[src/rtl/alu_pkg.sv]
// Shared definitions for the ALU issue path: opcodes, FSM states and instruction field helpers.
package alu_pkg;

  localparam int unsigned DataWidth = 8;
  localparam int unsigned InstWidth = 9;
  localparam int unsigned NumRegs   = 8;

  localparam logic [2:0] OP_ADD  = 3'b100;  // any 1xx encoding adds
  localparam logic [2:0] OP_NOR  = 3'b011;
  localparam logic [2:0] OP_SHF  = 3'b001;
  localparam logic [2:0] OP_BNEG = 3'b010;
  localparam logic [2:0] OP_LDI  = 3'b000;

  typedef enum logic [1:0] {
    StIdle,
    StRd,
    StEx,
    StWb
  } state_e;

  function automatic logic [2:0] inst_op(input logic [8:0] inst);
    return inst[8:6];
  endfunction

  function automatic logic [2:0] inst_ra(input logic [8:0] inst);
    return inst[5:3];
  endfunction

  function automatic logic [2:0] inst_rb(input logic [8:0] inst);
    return inst[2:0];
  endfunction

  function automatic logic is_loadi(input logic [2:0] op);
    return op == OP_LDI;
  endfunction

endpackage

[src/rtl/alu_regfile.sv]
// Register file: NREG x DW, two asynchronous read ports, a debug read port and one synchronous write.
module alu_regfile
  import alu_pkg::*;
#(
  parameter int unsigned DW   = DataWidth,
  parameter int unsigned NREG = NumRegs,
  parameter int unsigned AW   = $clog2(NREG)
) (
  input  logic          clk_i,
  input  logic          rst_i,
  input  logic          we_i,
  input  logic [AW-1:0] waddr_i,
  input  logic [DW-1:0] wdata_i,
  input  logic [AW-1:0] raddr_a_i,
  output logic [DW-1:0] rdata_a_o,
  input  logic [AW-1:0] raddr_b_i,
  output logic [DW-1:0] rdata_b_o,
  input  logic [AW-1:0] dbg_addr_i,
  output logic [DW-1:0] dbg_data_o
);

  logic [DW-1:0] mem_q [NREG];

  always_ff @(posedge clk_i or posedge rst_i) begin
    if (rst_i) begin
      for (int unsigned i = 0; i < NREG; i++) begin
        mem_q[i] <= '0;
      end
    end else if (we_i) begin
      mem_q[waddr_i] <= wdata_i;
    end
  end

  assign rdata_a_o  = mem_q[raddr_a_i];
  assign rdata_b_o  = mem_q[raddr_b_i];
  assign dbg_data_o = mem_q[dbg_addr_i];

endmodule

[src/rtl/alu_issue_ctrl.sv]
// Issue controller for the external 8-bit ALU: accepts an instruction, reads operands,
// drives registered ALU inputs, writes the result back and offers it on a result handshake.
module alu_issue_ctrl
  import alu_pkg::*;
#(
  parameter int unsigned DW   = DataWidth,
  parameter int unsigned IW   = InstWidth,
  parameter int unsigned NREG = NumRegs
) (
  input  logic          CLK,
  input  logic          reset,
  input  logic          inst_valid,
  output logic          inst_ready,
  input  logic [IW-1:0] inst,
  output logic [2:0]    alu_op,
  output logic [DW-1:0] alu_a,
  output logic [DW-1:0] alu_b,
  input  logic [DW-1:0] alu_out,
  input  logic          alu_zero,
  output logic          res_valid,
  input  logic          res_ready,
  output logic [DW-1:0] res_data,
  output logic          res_zero,
  input  logic [2:0]    dbg_addr,
  output logic [DW-1:0] dbg_data
);

  state_e        state_q, state_d;
  logic [IW-1:0] inst_q;
  logic [2:0]    alu_op_q;
  logic [DW-1:0] alu_a_q, alu_b_q;
  logic [DW-1:0] res_data_q;
  logic          res_zero_q;

  logic [2:0]    op, ra, rb;
  logic [DW-1:0] rd_a, rd_b;
  logic [DW-1:0] ldi_val;
  logic          rf_we;
  logic [DW-1:0] rf_wdata;
  logic          wb_zero;
  logic          accept;
  logic          issue_alu;

  assign op      = inst_op(inst_q[8:0]);
  assign ra      = inst_ra(inst_q[8:0]);
  assign rb      = inst_rb(inst_q[8:0]);
  assign ldi_val = {{(DW - 3){1'b0}}, rb};

  alu_regfile #(
    .DW   (DW),
    .NREG (NREG)
  ) u_regfile (
    .clk_i      (CLK),
    .rst_i      (reset),
    .we_i       (rf_we),
    .waddr_i    (ra),
    .wdata_i    (rf_wdata),
    .raddr_a_i  (ra),
    .rdata_a_o  (rd_a),
    .raddr_b_i  (rb),
    .rdata_b_o  (rd_b),
    .dbg_addr_i (dbg_addr),
    .dbg_data_o (dbg_data)
  );

  // The regfile write and result capture share the single edge that enters StWb,
  // so a stalled consumer can never cause a second write.
  always_comb begin
    state_d   = state_q;
    rf_we     = 1'b0;
    rf_wdata  = alu_out;
    wb_zero   = alu_zero;
    accept    = 1'b0;
    issue_alu = 1'b0;
    unique case (state_q)
      StIdle: begin
        if (inst_valid) begin
          accept  = 1'b1;
          state_d = StRd;
        end
      end
      StRd: begin
        if (is_loadi(op)) begin
          rf_we    = 1'b1;
          rf_wdata = ldi_val;
          wb_zero  = (rb == 3'b000);
          state_d  = StWb;
        end else begin
          issue_alu = 1'b1;
          state_d   = StEx;
        end
      end
      StEx: begin
        rf_we   = 1'b1;
        state_d = StWb;
      end
      StWb: begin
        if (res_ready) begin
          state_d = StIdle;
        end
      end
      default: state_d = StIdle;
    endcase
  end

  always_ff @(posedge CLK or posedge reset) begin
    if (reset) begin
      state_q    <= StIdle;
      inst_q     <= '0;
      alu_op_q   <= '0;
      alu_a_q    <= '0;
      alu_b_q    <= '0;
      res_data_q <= '0;
      res_zero_q <= 1'b0;
    end else begin
      state_q <= state_d;
      if (accept) begin
        inst_q <= inst;
      end
      // ALU inputs only move when an ALU op is issued; they hold through LOADI and idle.
      if (issue_alu) begin
        alu_op_q <= op;
        alu_a_q  <= rd_a;
        alu_b_q  <= rd_b;
      end
      if (rf_we) begin
        res_data_q <= rf_wdata;
        res_zero_q <= wb_zero;
      end
    end
  end

  assign inst_ready = (state_q == StIdle);
  assign res_valid  = (state_q == StWb);
  assign res_data   = res_data_q;
  assign res_zero   = res_zero_q;
  assign alu_op     = alu_op_q;
  assign alu_a      = alu_a_q;
  assign alu_b      = alu_b_q;

endmodule

[config.mk]
export PLATFORM = sky130hd
export DESIGN_NAME = alu_issue_ctrl
export DESIGN_NICKNAME = d
export VERILOG_FILES = /design/src/rtl/alu_pkg.sv /design/src/rtl/alu_regfile.sv /design/src/rtl/alu_issue_ctrl.sv
export SDC_FILE = /design/constraint.sdc
export NUM_CORES = 1
export LEC_CHECK = 0
export CELL_PAD_IN_SITES_DETAIL_PLACEMENT = 1
export CELL_PAD_IN_SITES_GLOBAL_PLACEMENT = 2
export CORE_ASPECT_RATIO = 2
export CORE_MARGIN = 1
export CORE_UTILIZATION = 35
export DETAILED_ROUTE_END_ITERATION = 8
export DONT_BUFFER_PORTS = 1
export GPL_ROUTABILITY_DRIVEN = 0
export PLACE_DENSITY_LB_ADDON = 0.1
export SLEW_MARGIN = 0
export SYNTH_ARGS = -nofsm -noshare
export SYNTH_HDL_FRONTEND = slang
export SYNTH_HIERARCHICAL = 1
export SYNTH_SLANG_ARGS = --single-unit
[constraint.sdc]
create_clock -name CLK -period 3.5 [get_ports CLK]
set_input_delay 0.7 -clock CLK [delete_from_list [all_inputs] [get_ports CLK]]
set_output_delay 0.7 -clock CLK [all_outputs]
set_load 0.01 [all_outputs]
### After elaboration in Yosys (flattened, before gate mapping)

Cells that the tools add are included.

* flip-flop bits (word level): 103
* bits in latches: 0
* memory bits (writable): 0
* memory bits (read-only): 0
* output and inout port bits: 38
* logic and storage cells: 58
* memories: 0

* add/sub/neg operators: 0
* multiply operators: 0
* div/mod/pow operators: 0
* magnitude comparators: 4
* equality and inequality tests: 5
* shifts and indexed selects: 0
* multiplexer cells: 26
* bitwise logic cells: 3
* reduce and logical (&&, ||, !) cells: 5

Operators with widths (number)
* 8-bit binary-select mux with 3-bit select: 3
* 8-bit 2-to-1 mux: 9
* 64-bit bitwise mux: 1
* 8-bit demux with 3-bit select: 1
* 4-bit >= comparator, second input constant: 3
* 3-bit inverter with 4-bit output: 3
* 1-bit 2-to-1 mux: 8
* 2-bit one-hot mux with 4 select lines: 1
* 3-bit zero test: 2
* 2-bit equality test, second input constant: 2
* 4-bit by 1-bit less-than comparator with 1-bit output, second input constant: 1
* 2-bit 2-to-1 mux: 2
* 2-bit by 1-bit equality test with 1-bit output, second input constant: 1
* 2-bit zero test: 1
* 2-bit by 1-bit inequality test with 1-bit output, second input constant: 1
* 2-bit inequality test, second input constant: 1
* 1-bit one-hot mux with 2 select lines: 1
* 2-bit AND reduction: 1
* 1-bit logical AND: 1

### Logic depth before layout (Yosys ltp)

* word-level depth: 6
* mapped depth: 9
* gate-level depth less buffers: 7

### By module

Netlist, hierarchy kept.

By module, submodules not included
* alu_regfile: times used 1, cells an instance 231, area an instance 4082.7 µm², seq. area each 1601.5 µm²
* alu_issue_ctrl: times used 1, cells an instance 124, area an instance 1721.7 µm², seq. area each 975.9 µm²

### Worst setup path before layout

Ideal clock, no wire load.

* path kind: flip-flop to flip-flop
* start point: register state_q[1]
* end point: register u_regfile/mem_q[24] in the netlist's numbering
* library setup time: 0.125 ns
* data arrival time: 2.411 ns
* required time: 3.375 ns
* setup slack: 0.965 ns
* cell stages (with the launch flop): 10
* period minus slack after synthesis: 2.535 ns
* cell sequence: dfrtp_1 -> inv_1 -> ha_1 -> nor4b_4 -> o21ai_1 -> inv_1 -> clkbuf_1 -> nor4bb_1 -> buf_2 -> mux2_2

* elaborated cells on any way between the ends: 5

RTL lines
* from (decl): RTL line alu_issue_ctrl.sv:28 `state_e state_q, state_d;`
* from (signal assigned): RTL line alu_issue_ctrl.sv:108 `state_q <= StIdle;`
* from (signal assigned): RTL line alu_issue_ctrl.sv:116 `state_q <= state_d;`
* 2-bit equality test or 2-bit by 1-bit equality test with 1-bit output (tied branches): RTL line alu_issue_ctrl.sv:75 `unique case (state_q)`
* 1-bit one-hot mux with 2 select lines (*): RTL line alu_issue_ctrl.sv:75
* named net rf_we: RTL line alu_issue_ctrl.sv:38 `logic rf_we;`
* to (signal, indexed assignment): RTL line alu_regfile.sv:30 `mem_q[waddr_i] <= wdata_i;`
* to (decl): RTL line alu_regfile.sv:22 `logic [DW-1:0] mem_q [NREG];`

The timed path passes the listed nets; every way through them passes the cells marked *.
A chain may end at the register's enable or synchronous reset.

### Worst setup path after layout

* start point: register state_q[1]
* end point: register u_regfile/mem_q[63] in the netlist's numbering

The elaborated chain is that of the path after synthesis.

==> results.yml <==
critical_path:
  critPathCaptureType: "flip-flop"
  critical_path_buf_inv_count: 3
  slowest_stage: "nor4b_4"
  reg2reg_from: "state_q[1]$_DFFE_PP0P_"
  path_delay_family: "simple AND/OR/NAND/NOR gates"
  critPathMaxFanout: 11
  reg2regPathDepth: 8
  cp.required_ps: 3750
  worstSetupPathType: "reg -> reg"
  max_stage_delay_ps: 580
  reg2reg_setup_slack_ps: 600
  cp.arrival_ps: 3140
  critPathLaunchType: "flip-flop"
  r2r_end: "u_regfile/mem_q[63]$_DFFE_PP0P_"
  path_cells: "inv_1 > ha_1 > nor4b_4 > buf_4 > o21ai_1 > inv_1 > nor4b_4 > mux2_2"
clocking:
  cts_tree: "yes"
  post_cts_buffers: 0
  clkTransAtPathRegs_ps: 80
  cts-root-buf: "clkbuf_16"
  cts_max_path_buffers: 2
  clkSinkCount: 103
  cts_resized: 0
  htree_levels: 3
  clk_latency_ps: 360
  postCtsHoldBufs: 0
  numCtsBuffers: 9
logic_synthesis:
  synth-xor-area-share_pct: 0
  synth_nets: 385
  synth_seq_cells: 103
  synth_adder_area_share_pct: 1.078
  synth_mux_area_share_pct: 44.08
  synth_edf_count: 0
  netlist_instances: 355
  seq_area_frac_synth_pct: 44.41
  ys_types: 33
  synth_top_family_by_area: "multiplexers"
  synth_compound_area_share_pct: 2.263
  async_flop_share_pct: 100.0
  syn_area_sq_mm: 0.005804
  syn_area_per_cell_sq_um: 16.35
  yosys.area_share.simple_pct: 4.548
  yosys_most_used_dff: "dfrtp_1"
  yosysWarnings: 6
power_and_ir_drop:
  cellPowerDensity_mw_per_mm2: 968.9
  ir_drop_mv: 0.2979
  finalPower_uw: 6116
  clkPwrFrac_pct: 17.7
  p_sw_uw: 2212
  intPower_uw: 3905
  p_sw_share_pct: 36.16
  cellLeakagePower_uw: 0.002740
  combPwrFrac_pct: 40.1
  pwr-share-seq_pct: 42.2
route:
  drt-pass1-iter-count: 4
  routed_wl_microns: 15800
  drc: 0
  dr.first_iter.drc_count: 95
  wire_per_inst_microns: 28.01
  antenna_left: 0
  vias_per_cell: 5.885
  vias: 3319
die:
  start_util_pct: 35.68
  core_region_area_sq_mm: 0.01627
  die_w_microns: 93.06
  io-pin-count: 63
  rows: 66
  die_h_microns: 184.1
  die_area_sq_mm: 0.01713
sta:
  worst_pin_slew_ps: 1156
  relSlewSlack_pct: 22.96
  clock_skew_ps: 9.418
  period_share_pct: 82.77
  setup_violations: 0
  max_freq_mhz: 345.2
  fin_tns_setup_ps: 0
  post-route-min-period_ps: 2897
  finalHoldViolations: 0
  rsz0062_at_grt: "no"
  drv_slew: 0
min_path:
  hp-class: "in -> async"
global_route:
  antenna_found_initial: 0
  grt_overflow: 0
  grt_max_degree: 44
  grt_pass1_vias: 3722
  grt.total_usage_pct: 19.81
  grt_pass1_wl_microns: 24040
final_layout:
  area_growth_pct: 8.752
  fin_cells: 564
  antenna_cells: 0
  layout-drive-gt1-share_pct: 46.11
  fin_nets: 385
placement:
  dp_cells: 548
  portBuffers: 0
  hpwl_microns: 10980
run:
  drv_cap: 0
run_status:
  status: "finished, final reports clean"
-- area by class of cell --
type                    instances  area, sq um
clock inverters                 7        95.09
inverters                       7        26.28
clock buffers                   9        225.2
repair buffers                 13        97.59
flip-flops and latches        103         2577
well taps                     204        255.2
fillers                      1616         9956
multi-input cells             221         3035
-- state kept, by name (all words and copies together), names as in the netlist --
signal,flops
inst_q,9
state_q,2
alu_b,8
alu_a,8
res_zero,1
u_regfile/mem_q,64
alu_op,3
res_data,8
-- routing by layer --
metal	wire, microns	GRT usage (%)
met1	5887	21.41
met2	9217	38.38
met3	456	3.177
met4	235	6.031
met5	0	0
-- how the worst max path moves through the flow --
| stage | start | end | slack [ps] | depth (start not counted) |
|---|---|---|---|---|
| final | state_q[1]$_DFFE_PP0P_ | u_regfile/mem_q[63]$_DFFE_PP0P_ | 600 | 8 |
| after global routing | state_q[1]$_DFFE_PP0P_ | u_regfile/mem_q[57]$_DFFE_PP0P_ | 390 | 8 |
| after CTS | state_q[1]$_DFFE_PP0P_ | u_regfile/mem_q[63]$_DFFE_PP0P_ | 580 | 8 |
| after detailed placement | state_q[1]$_DFFE_PP0P_ | u_regfile/mem_q[63]$_DFFE_PP0P_ | 570 | 8 |
| after global placement | state_q[1]$_DFFE_PP0P_ | u_regfile/mem_q[63]$_DFFE_PP0P_ | 740 | 8 |
| after floorplan | state_q[1]$_DFFE_PP0P_ | u_regfile/mem_q[24]$_DFFE_PP0P_ | 960 | 9 |
-- metrics by stage --
| stage | cell area [sq um] | setup slack [ps] | utilization (%) | hold slack [ps] |
|---|---|---|---|---|
| after detailed placement | 5992 | 572.9 | 36.83 | 527.4 |
| final | 6312 | 602.9 | 38.80 | 272.3 |
| after floorplan | 5804 | 964.6 | - | 494.6 |
| after global placement | 5992 | 743.1 | 36.83 | 514.7 |
| after CTS | 6312 | 577.0 | 38.80 | 268.8 |
| after global routing | 6312 | 386.5 | 38.80 | 284.6 |
-- power groups by stage --
stage	registers, uW	logic, uW	clock network [uW]
after global routing	2690	2650	1170
after global placement	2610	2430	0
after floorplan	2150	2260	0
after CTS	2610	2510	1130
after detailed placement	2620	2490	0
final	2580	2450	1080
-- Yosys cell counts (4+ instances only) --
library cell,count,area share (%)
nand2_1,13,0.84
buf_2,9,0.78
inv_1,7,0.45
dfrtp_1,103,44
mux4_2,7,2.7
mux2i_1,4,0.69
mux2_2,114,22
a22o_1,6,0.91
mux4_1,41,19
buf_6,4,0.78
and2_2,5,0.65
ha_1,5,1.1
clkbuf_1,4,0.26
-- worst register-to-register path: stages (launching register included) --
cell and delay [ps]:
dfrtp_1 410, inv_1 110, ha_1 310, nor4b_4 240, buf_4 190, o21ai_1 180, inv_1 350, nor4b_4 590
mux2_2 410
-- placed cells by master (no fill, tap or decap) --
cell / count
mux4_1: 41
nor3_1: 1
a2bb2oi_1: 3
and2_4: 1
mux2i_1: 4
inv_8: 2
inv_2: 2
clkinv_8: 1
dfrtp_1: 103
and2_0: 1
inv_6: 2
inv_1: 5
o31ai_4: 1
clkbuf_16: 9
nand4_1: 1
o21ai_1: 1
nor4bb_2: 3
a22o_1: 6
and2_2: 5
clkinv_4: 1
nand2b_1: 3
o22ai_1: 1
and3_1: 1
nor4b_4: 2
buf_4: 13
nor4b_1: 1
a221o_1: 1
mux2_2: 114
a22o_2: 1
nand2_1: 13
mux4_2: 7
nand4b_1: 3
ha_1: 5
bufinv_16: 1
or4b_4: 1
-- cell families (layout without fill, tap and decap cells) --
family | count (synthesis) | after routing
multiplexers | 166 | 166
flip-flops | 103 | 103
AND/OR/NAND/NOR | 36 | 36
buffers and inverters | 31 | 36
AO/OA/AOI/OAI | 14 | 14
adder cells (fa/ha/maj) | 5 | 5
Power figures use the tool's default switching activity.
